### src/rtl/neuron_mac_gen.sv
// neuron_mac_gen
// One runtime-addressable neuron. Weights are streamed in through a wrapping
// write pointer and the bias through a single register; both can be loaded
// only while idle and only when (cfg_layer, cfg_neuron) selects this instance.
// Inputs arrive LANES elements per beat. The datapath is a two-stage signed
// multiply-accumulate with saturation on every add, followed by a bias add,
// a right shift back to the DATA_W fixed-point format, a clamp to DATA_W,
// and an optional ReLU.
//
// Optional build macro: NEURON_SAT_FLAG_EN adds the sat_flag output, a sticky
// OR of every accumulator or output clamp of the current result.
//
// Ports:
//   clk, rst            clock, asynchronous active-high reset
//   cfg_layer/neuron    runtime select for weight/bias writes
//   w_valid, w_data     weight write strobe and value
//   b_valid, b_data     bias write strobe and value
//   in_valid/in_ready   input beat handshake, lane k at in_data[k*DATA_W +: DATA_W]
//   out_valid/out_ready result handshake, out_data = activated result
//   sat_flag            (NEURON_SAT_FLAG_EN only) clamp indicator
//
// Handshakes: a transfer happens on a rising clk edge where valid and ready
// are both high. out_valid, once raised, stays high with out_data unchanged
// until that transfer. in_ready is high in IDLE (unless a weight or bias
// write is accepted in the same cycle) and in ACCUM, and low elsewhere.
//
// The FSM state is visible on the internal signal 'state'.
module neuron_mac_gen #(
  parameter int DATA_W     = 16,
  parameter int FRAC       = 8,
  parameter int NUM_WEIGHT = 8,
  parameter int LANES      = 2,
  parameter int LAYER_ID   = 1,
  parameter int NEURON_ID  = 0,
  parameter int ACT_RELU   = 1
) (
  input  logic                      clk,
  input  logic                      rst,
  input  logic [31:0]               cfg_layer,
  input  logic [31:0]               cfg_neuron,
  input  logic                      w_valid,
  input  logic [DATA_W-1:0]         w_data,
  input  logic                      b_valid,
  input  logic [DATA_W-1:0]         b_data,
  input  logic                      in_valid,
  output logic                      in_ready,
  input  logic [LANES*DATA_W-1:0]   in_data,
  output logic                      out_valid,
  input  logic                      out_ready,
  output logic [DATA_W-1:0]         out_data
`ifdef NEURON_SAT_FLAG_EN
  ,
  output logic                      sat_flag
`endif
);

  localparam int BEATS = NUM_WEIGHT / LANES;
  localparam int PW    = 2 * DATA_W;                 // product / accumulator width
  localparam int SW    = PW + $clog2(LANES + 1);     // lane-sum width before clamp
  localparam int CW    = (BEATS > 1) ? $clog2(BEATS) : 1;
  localparam int AW    = (NUM_WEIGHT > 1) ? $clog2(NUM_WEIGHT) : 1;

  localparam logic [CW-1:0]     LAST_BEAT = CW'(BEATS - 1);
  localparam logic [AW-1:0]     LAST_W    = AW'(NUM_WEIGHT - 1);
  localparam logic [PW-1:0]     MAX_PW    = {1'b0, {(PW-1){1'b1}}};
  localparam logic [PW-1:0]     MIN_PW    = {1'b1, {(PW-1){1'b0}}};
  localparam logic [DATA_W-1:0] MAX_D     = {1'b0, {(DATA_W-1){1'b1}}};
  localparam logic [DATA_W-1:0] MIN_D     = {1'b1, {(DATA_W-1){1'b0}}};

  typedef enum logic [2:0] {
    S_IDLE,
    S_ACCUM,
    S_FLUSH,
    S_BIAS,
    S_OUT
  } state_t;

  state_t                    state;
  logic [CW-1:0]             beat_cnt;
  logic                      flush_cnt;
  logic [AW-1:0]             w_ptr;
  logic signed [DATA_W-1:0]  weight_mem [NUM_WEIGHT];
  logic signed [DATA_W-1:0]  bias_reg;
  logic signed [PW-1:0]      acc;
  logic signed [PW-1:0]      prod [LANES];
  logic                      prod_valid;

  // Select, writes and input handshake
  logic sel;
  logic w_wr;
  logic b_wr;
  logic beat_fire;

  assign sel       = (cfg_layer == LAYER_ID) && (cfg_neuron == NEURON_ID);
  assign w_wr      = w_valid && sel && (state == S_IDLE);
  assign b_wr      = b_valid && sel && (state == S_IDLE);
  // A configuration write in IDLE steals the cycle from the input port.
  assign in_ready  = !rst && (((state == S_IDLE) && !w_wr && !b_wr) || (state == S_ACCUM));
  assign beat_fire = in_valid && in_ready;

  // Lane operands: beat j, lane k multiplies weight[j*LANES+k]
  logic signed [PW-1:0] lane_x [LANES];
  logic signed [PW-1:0] lane_w [LANES];

  always_comb begin
    for (int k = 0; k < LANES; k++) begin
      lane_x[k] = {{(PW-DATA_W){in_data[k*DATA_W + DATA_W - 1]}}, in_data[k*DATA_W +: DATA_W]};
      lane_w[k] = {{(PW-DATA_W){weight_mem[AW'(int'(beat_cnt) * LANES + k)][DATA_W-1]}},
                   weight_mem[AW'(int'(beat_cnt) * LANES + k)]};
    end
  end

  // Stage 2: lanes plus accumulator, clamped to PW bits
  logic [SW-1:0] sum_wide;
  logic          sum_fit;
  logic [PW-1:0] sum_sat;

  always_comb begin
    sum_wide = {{(SW-PW){acc[PW-1]}}, acc};
    for (int k = 0; k < LANES; k++) begin
      sum_wide = sum_wide + {{(SW-PW){prod[k][PW-1]}}, prod[k]};
    end
    // Fits when every bit from PW-1 upward agrees with the sign.
    sum_fit = (&sum_wide[SW-1:PW-1]) || !(|sum_wide[SW-1:PW-1]);
    sum_sat = sum_fit ? sum_wide[PW-1:0] : (sum_wide[SW-1] ? MIN_PW : MAX_PW);
  end

  // Bias aligned to the accumulator's 2*FRAC fractional bits
  logic [PW-1:0] bias_ext;
  logic [PW:0]   bias_sum;
  logic          bias_fit;
  logic [PW-1:0] bias_sat;

  always_comb begin
    bias_ext = {{(PW-DATA_W){bias_reg[DATA_W-1]}}, bias_reg} << FRAC;
    bias_sum = {acc[PW-1], acc} + {bias_ext[PW-1], bias_ext};
    bias_fit = (bias_sum[PW] == bias_sum[PW-1]);
    bias_sat = bias_fit ? bias_sum[PW-1:0] : (bias_sum[PW] ? MIN_PW : MAX_PW);
  end

  // Output: back to FRAC fractional bits, clamp, activation
  logic signed [PW-1:0] acc_shr;
  logic                 out_fit;
  logic [DATA_W-1:0]    r_sat;
  logic [DATA_W-1:0]    act_val;

  always_comb begin
    acc_shr = acc >>> FRAC;
    out_fit = (&acc_shr[PW-1:DATA_W-1]) || !(|acc_shr[PW-1:DATA_W-1]);
    r_sat   = out_fit ? acc_shr[DATA_W-1:0] : (acc_shr[PW-1] ? MIN_D : MAX_D);
    act_val = ((ACT_RELU != 0) && r_sat[DATA_W-1]) ? '0 : r_sat;
  end

  // Weight memory is deliberately not reset.
  always_ff @(posedge clk) begin
    if (w_wr) weight_mem[w_ptr] <= w_data;
  end

  always_ff @(posedge clk or posedge rst) begin
    if (rst) begin
      state      <= S_IDLE;
      beat_cnt   <= '0;
      flush_cnt  <= 1'b0;
      w_ptr      <= '0;
      bias_reg   <= '0;
      acc        <= '0;
      prod_valid <= 1'b0;
      out_valid  <= 1'b0;
      out_data   <= '0;
      for (int k = 0; k < LANES; k++) prod[k] <= '0;
    end else begin
      // Stage 1: register the lane products of every accepted beat
      prod_valid <= beat_fire;
      if (beat_fire) begin
        for (int k = 0; k < LANES; k++) prod[k] <= lane_x[k] * lane_w[k];
      end

      if (w_wr) w_ptr <= (w_ptr == LAST_W) ? '0 : w_ptr + 1'b1;
      if (b_wr) bias_reg <= b_data;

      // Stage 2 runs one cycle behind each accepted beat (ACCUM or first FLUSH cycle).
      if (prod_valid) acc <= sum_sat;

      case (state)
        S_IDLE: begin
          if (beat_fire) begin
            acc <= '0;
            if (BEATS == 1) begin
              state     <= S_FLUSH;
              flush_cnt <= 1'b0;
            end else begin
              state    <= S_ACCUM;
              beat_cnt <= CW'(1);
            end
          end
        end
        S_ACCUM: begin
          if (beat_fire) begin
            if (beat_cnt == LAST_BEAT) begin
              state     <= S_FLUSH;
              flush_cnt <= 1'b0;
            end else begin
              beat_cnt <= beat_cnt + 1'b1;
            end
          end
        end
        S_FLUSH: begin
          // Two cycles: last products land in stage 1, then in the accumulator.
          flush_cnt <= 1'b1;
          if (flush_cnt) state <= S_BIAS;
        end
        S_BIAS: begin
          acc   <= bias_sat;
          state <= S_OUT;
        end
        S_OUT: begin
          if (!out_valid) begin
            out_valid <= 1'b1;
            out_data  <= act_val;
          end else if (out_ready) begin
            out_valid <= 1'b0;
            beat_cnt  <= '0;
            state     <= S_IDLE;
          end
        end
        default: state <= S_IDLE;
      endcase
    end
  end

`ifdef NEURON_SAT_FLAG_EN
  always_ff @(posedge clk or posedge rst) begin
    if (rst) begin
      sat_flag <= 1'b0;
    end else if ((state == S_OUT) && out_valid && out_ready) begin
      sat_flag <= 1'b0;
    end else begin
      if (prod_valid && !sum_fit) sat_flag <= 1'b1;
      if ((state == S_BIAS) && !bias_fit) sat_flag <= 1'b1;
      if ((state == S_OUT) && !out_valid && !out_fit) sat_flag <= 1'b1;
    end
  end
`endif

endmodule
### config.mk
export PLATFORM = sky130hd
export DESIGN_NAME = neuron_mac_gen
export DESIGN_NICKNAME = d
export VERILOG_FILES = /design/src/rtl/neuron_mac_gen.sv
export SDC_FILE = /design/constraint.sdc
export NUM_CORES = 2
export LEC_CHECK = 0
export ABC_AREA = 1
export BUFFER_PORTS_ARGS = -buffer_cell sky130_fd_sc_hd__buf_4
export CORE_MARGIN = 5
export CORE_UTILIZATION = 45
export CTS_CLUSTER_SIZE = 30
export DETAILED_ROUTE_END_ITERATION = 10
export SYNTH_ARGS = -nofsm -noshare
export SYNTH_HDL_FRONTEND = slang
export SYNTH_SLANG_ARGS = --single-unit
### constraint.sdc
create_clock -name clk -period 6.84 [get_ports clk]
set_clock_uncertainty 0.15 [all_clocks]
set_input_delay 0.342 -clock clk [delete_from_list [all_inputs] [get_ports clk]]
set_output_delay 0.342 -clock clk [all_outputs]
set_load 0.005 [all_outputs]
==> flow_summary.json <==
{
  "cts-root-buf": "clkbuf_16",
  "ys.flop_type": "dfrtp_1",
  "worst_slew_pin_slew_ps": 1020,
  "synth_edf_count": 128,
  "yosys_warnings": 0,
  "crit_required_ps": 7100,
  "gp_congestion": 0.931,
  "antenna_found_initial": 0,
  "diodes": 0,
  "ff2ff_path_depth": 26,
  "async_reset_ff_frac": 0.519,
  "finish.net_count": 5305,
  "cap_violations": 0,
  "largest_reg_flops": 128,
  "max_freq_mhz": 152,
  "end_kind": "flip-flop",
  "clk_pin_slew_worst_paths_ps": 60,
  "period_share": 0.961,
  "ys_ff_latch": 266,
  "path_max_fanout": 52,
  "synth_fp_nets": 5096,
  "grt_remaining_overflow": 0,
  "syn_area_per_cell_um2": 8.37,
  "seq_area_frac_synth": 0.209,
  "final_max_slew_viol_count": 0,
  "critical_path_arrival_ps": 6840,
  "gr-max-usage-layer": "met2",
  "hold_violations": 0,
  "wl_per_cell_um": 18.2,
  "clock_path_buffers": 3,
  "syn_to_final_growth_pct": 12.6,
  "hpwl_um": 81800,
  "hold_depth": 3,
  "drc": 0,
  "grt_use_met2": 0.400,
  "grt_max_degree": 89,
  "grt_use_total": 0.241,
  "die_w_um": 289,
  "syn-instance-count": 4180,
  "gr-usage-met3": 0.0328,
  "gr-usage-met1": 0.342,
  "critical_path_cell_count": 26,
  "relSlewSlack": 0.317,
  "cts_tree": "yes",
  "cts_num_sinks": 266,
  "max_stage_delay_ps": 630,
  "numCtsBuffers": 30,
  "grt_pass1_wl_um": 158000,
  "row_count": 102,
  "cp_num_buf_inv": 5,
  "hold_class": "in -> reg",
  "stdcell_count": 5452,
  "ys_types": 56,
  "cp_top_family": "adder cells",
  "fin_crit_ps": 6570,
  "layout_common_cells": "nand2_1, inv_1, fa_1, nor2_1, buf_4",
  "regMostFlops": "weight_mem",
  "setup_viol": 0,
  "postRouteAntennaNets": 0,
  "whs_ps": 154,
  "initial_core_util": 0.452,
  "htree_num_levels": 1,
  "reg_top3": "weight_mem (128), prod (64), acc (32)",
  "drive_above_1_share": 0.108,
  "dieArea_um2": 83400,
  "dr_total_vias": 27800,
  "dieHeight_um": 289,
  "fillerInstances": 7579,
  "path_class": "reg -> reg",
  "io-pin-count": 152,
  "rsz0062_at_grt": "yes",
  "synth_area_um2": 35000,
  "cp-start-kind": "flip-flop",
  "insertion_delay_ps": 570,
  "firstDrtPassIters": 5,
  "drt_iter0_drc": 1843,
  "cpMaxStageDelayCell": "fa_1",
  "core_um2": 77300,
  "grt_pass1_vias": 28600,
  "avgViaCountPerCell": 5.10,
  "drt_wl_total_um": 99400,
  "place_inst": 5349,
  "status": "complete, no violations",
  "mostFrequentLayoutCell": "nand2_1",
  "port-buffer-count": 150
}
==> through the flow <==
| stage | TNS (ps) | util | setup slack, ps | area (um^2) |
|---|---|---|---|---|
| after floorplan | 0 | - | 332 | 35000 |
| after global placement | 0 | 0.488 | 17.2 | 37700 |
| after detailed placement | -13.0 | 0.488 | -13.0 | 37700 |
| after CTS | 0 | 0.505 | 7.00 | 39000 |
| after global routing | -138 | 0.509 | -60.0 | 39400 |
| final | 0 | 0.509 | 267 | 39400 |
==> final timing paths <==
check,startpoint,slack (ps),end
setup / recovery,beat_cnt[0]$_DFFE_PP0P_,270,prod[27]$_DFFE_PP0P_
hold / removal,in_valid,150,prod[41]$_DFFE_PP0P_
setup reg to reg,beat_cnt[0]$_DFFE_PP0P_,270,prod[27]$_DFFE_PP0P_
hold reg to reg,flush_cnt$_DFFE_PP0P_,320,flush_cnt$_DFFE_PP0P_
max in group asynchronous,rst,4840,prod_valid$_DFF_PP0_
min in group asynchronous,rst,310,state[0]$_DFFE_PP0P_
==> worst register-to-register path: stages (launching register included) <==
cell        delay (ps)
dfrtp_2            450
buf_12             200
nand2_1            130
nand3_1             80
nand2_1            160
clkinvlp_4         290
nand2_1            160
fa_1               410
inv_1               90
fa_1               450
fa_1               630
fa_1               470
fa_1               510
inv_1               50
fa_1               470
inv_1               40
ha_2               370
nand2_1            140
nor2_2             130
and3_4             200
nand4_1            110
nand3_1            180
nand2_1             90
nand2_1            130
a21oi_2             70
xor2_1             170
o21ai_0            100
==> kinds of logic after synthesis <==
kind of cell,share of synthesized area
other,0.000107
DFF,0.209
adders and majority gates,0.399
buffers and inverters,0.102
AOI/OAI and AO/OA,0.0593
xor gates and xnor gates,0.0248
and+or+nand+nor,0.206
==> routing by layer <==
layer | up-vias | share of wire
met2 | 749 | 0.47
met5 | - | 0
met1 | 13800 | 0.44
met3 | 139 | 0.060
li1 | 13200 | -
met4 | 0 | 0.026
==> synth_stat cells (4+ instances only) <==
cell type	n	area share
nand2_1	968	0.10
inv_1	791	0.085
fa_1	558	0.32
nor2_1	466	0.050
ha_1	224	0.080
o21ai_0	178	0.025
a21oi_1	148	0.021
dfrtp_1	138	0.099
nand3_1	129	0.018
edfxtp_1	128	0.11
clkbuf_1	69	0.0074
xnor2_1	51	0.013
xor2_1	48	0.012
nand2_2	32	0.0057
buf_1	29	0.0031
nand3_2	28	0.0080
nor3_1	24	0.0034
nor4_1	22	0.0039
clkinv_1	16	0.0017
nand4_1	16	0.0029
o21bai_1	12	0.0026
a31oi_1	8	0.0014
o21ai_1	7	0.0010
buf_2	6	0.00086
inv_2	6	0.00064
o211ai_1	6	0.0013
or2_2	6	0.0011
a21oi_2	5	0.0013
buf_4	5	0.0011
nand2_4	5	0.0016
and3_1	4	0.00072
buf_12	4	0.0023
nand3b_1	4	0.00086
nor2_2	4	0.00072
==> repair_timing <==
item	in CTS	in global routing
buffers inserted	0	12
hold buffers	34	0
endpoints found under the setup margin	3	30
hold endpoints to repair	217	0
pin swaps	0	6
gates resized for setup	5	72
cloned	0	2
==> cell type report <==
class                      instances  area, um^2  area share
inverter                         814        3100      0.0788
clock buffer                      40         828      0.0210
clock inverter                    15         151     0.00384
multi-input combinational       2987       24300       0.618
timing repair buffer             289        2370      0.0602
sequential                       266        7300       0.185
timing repair inverter             1        7.51    0.000191
tap                             1040        1300      0.0330
Power is left out: the tool's default activity adds up to more than one toggle a clock period on the data nets, which glitch-free logic cannot reach.
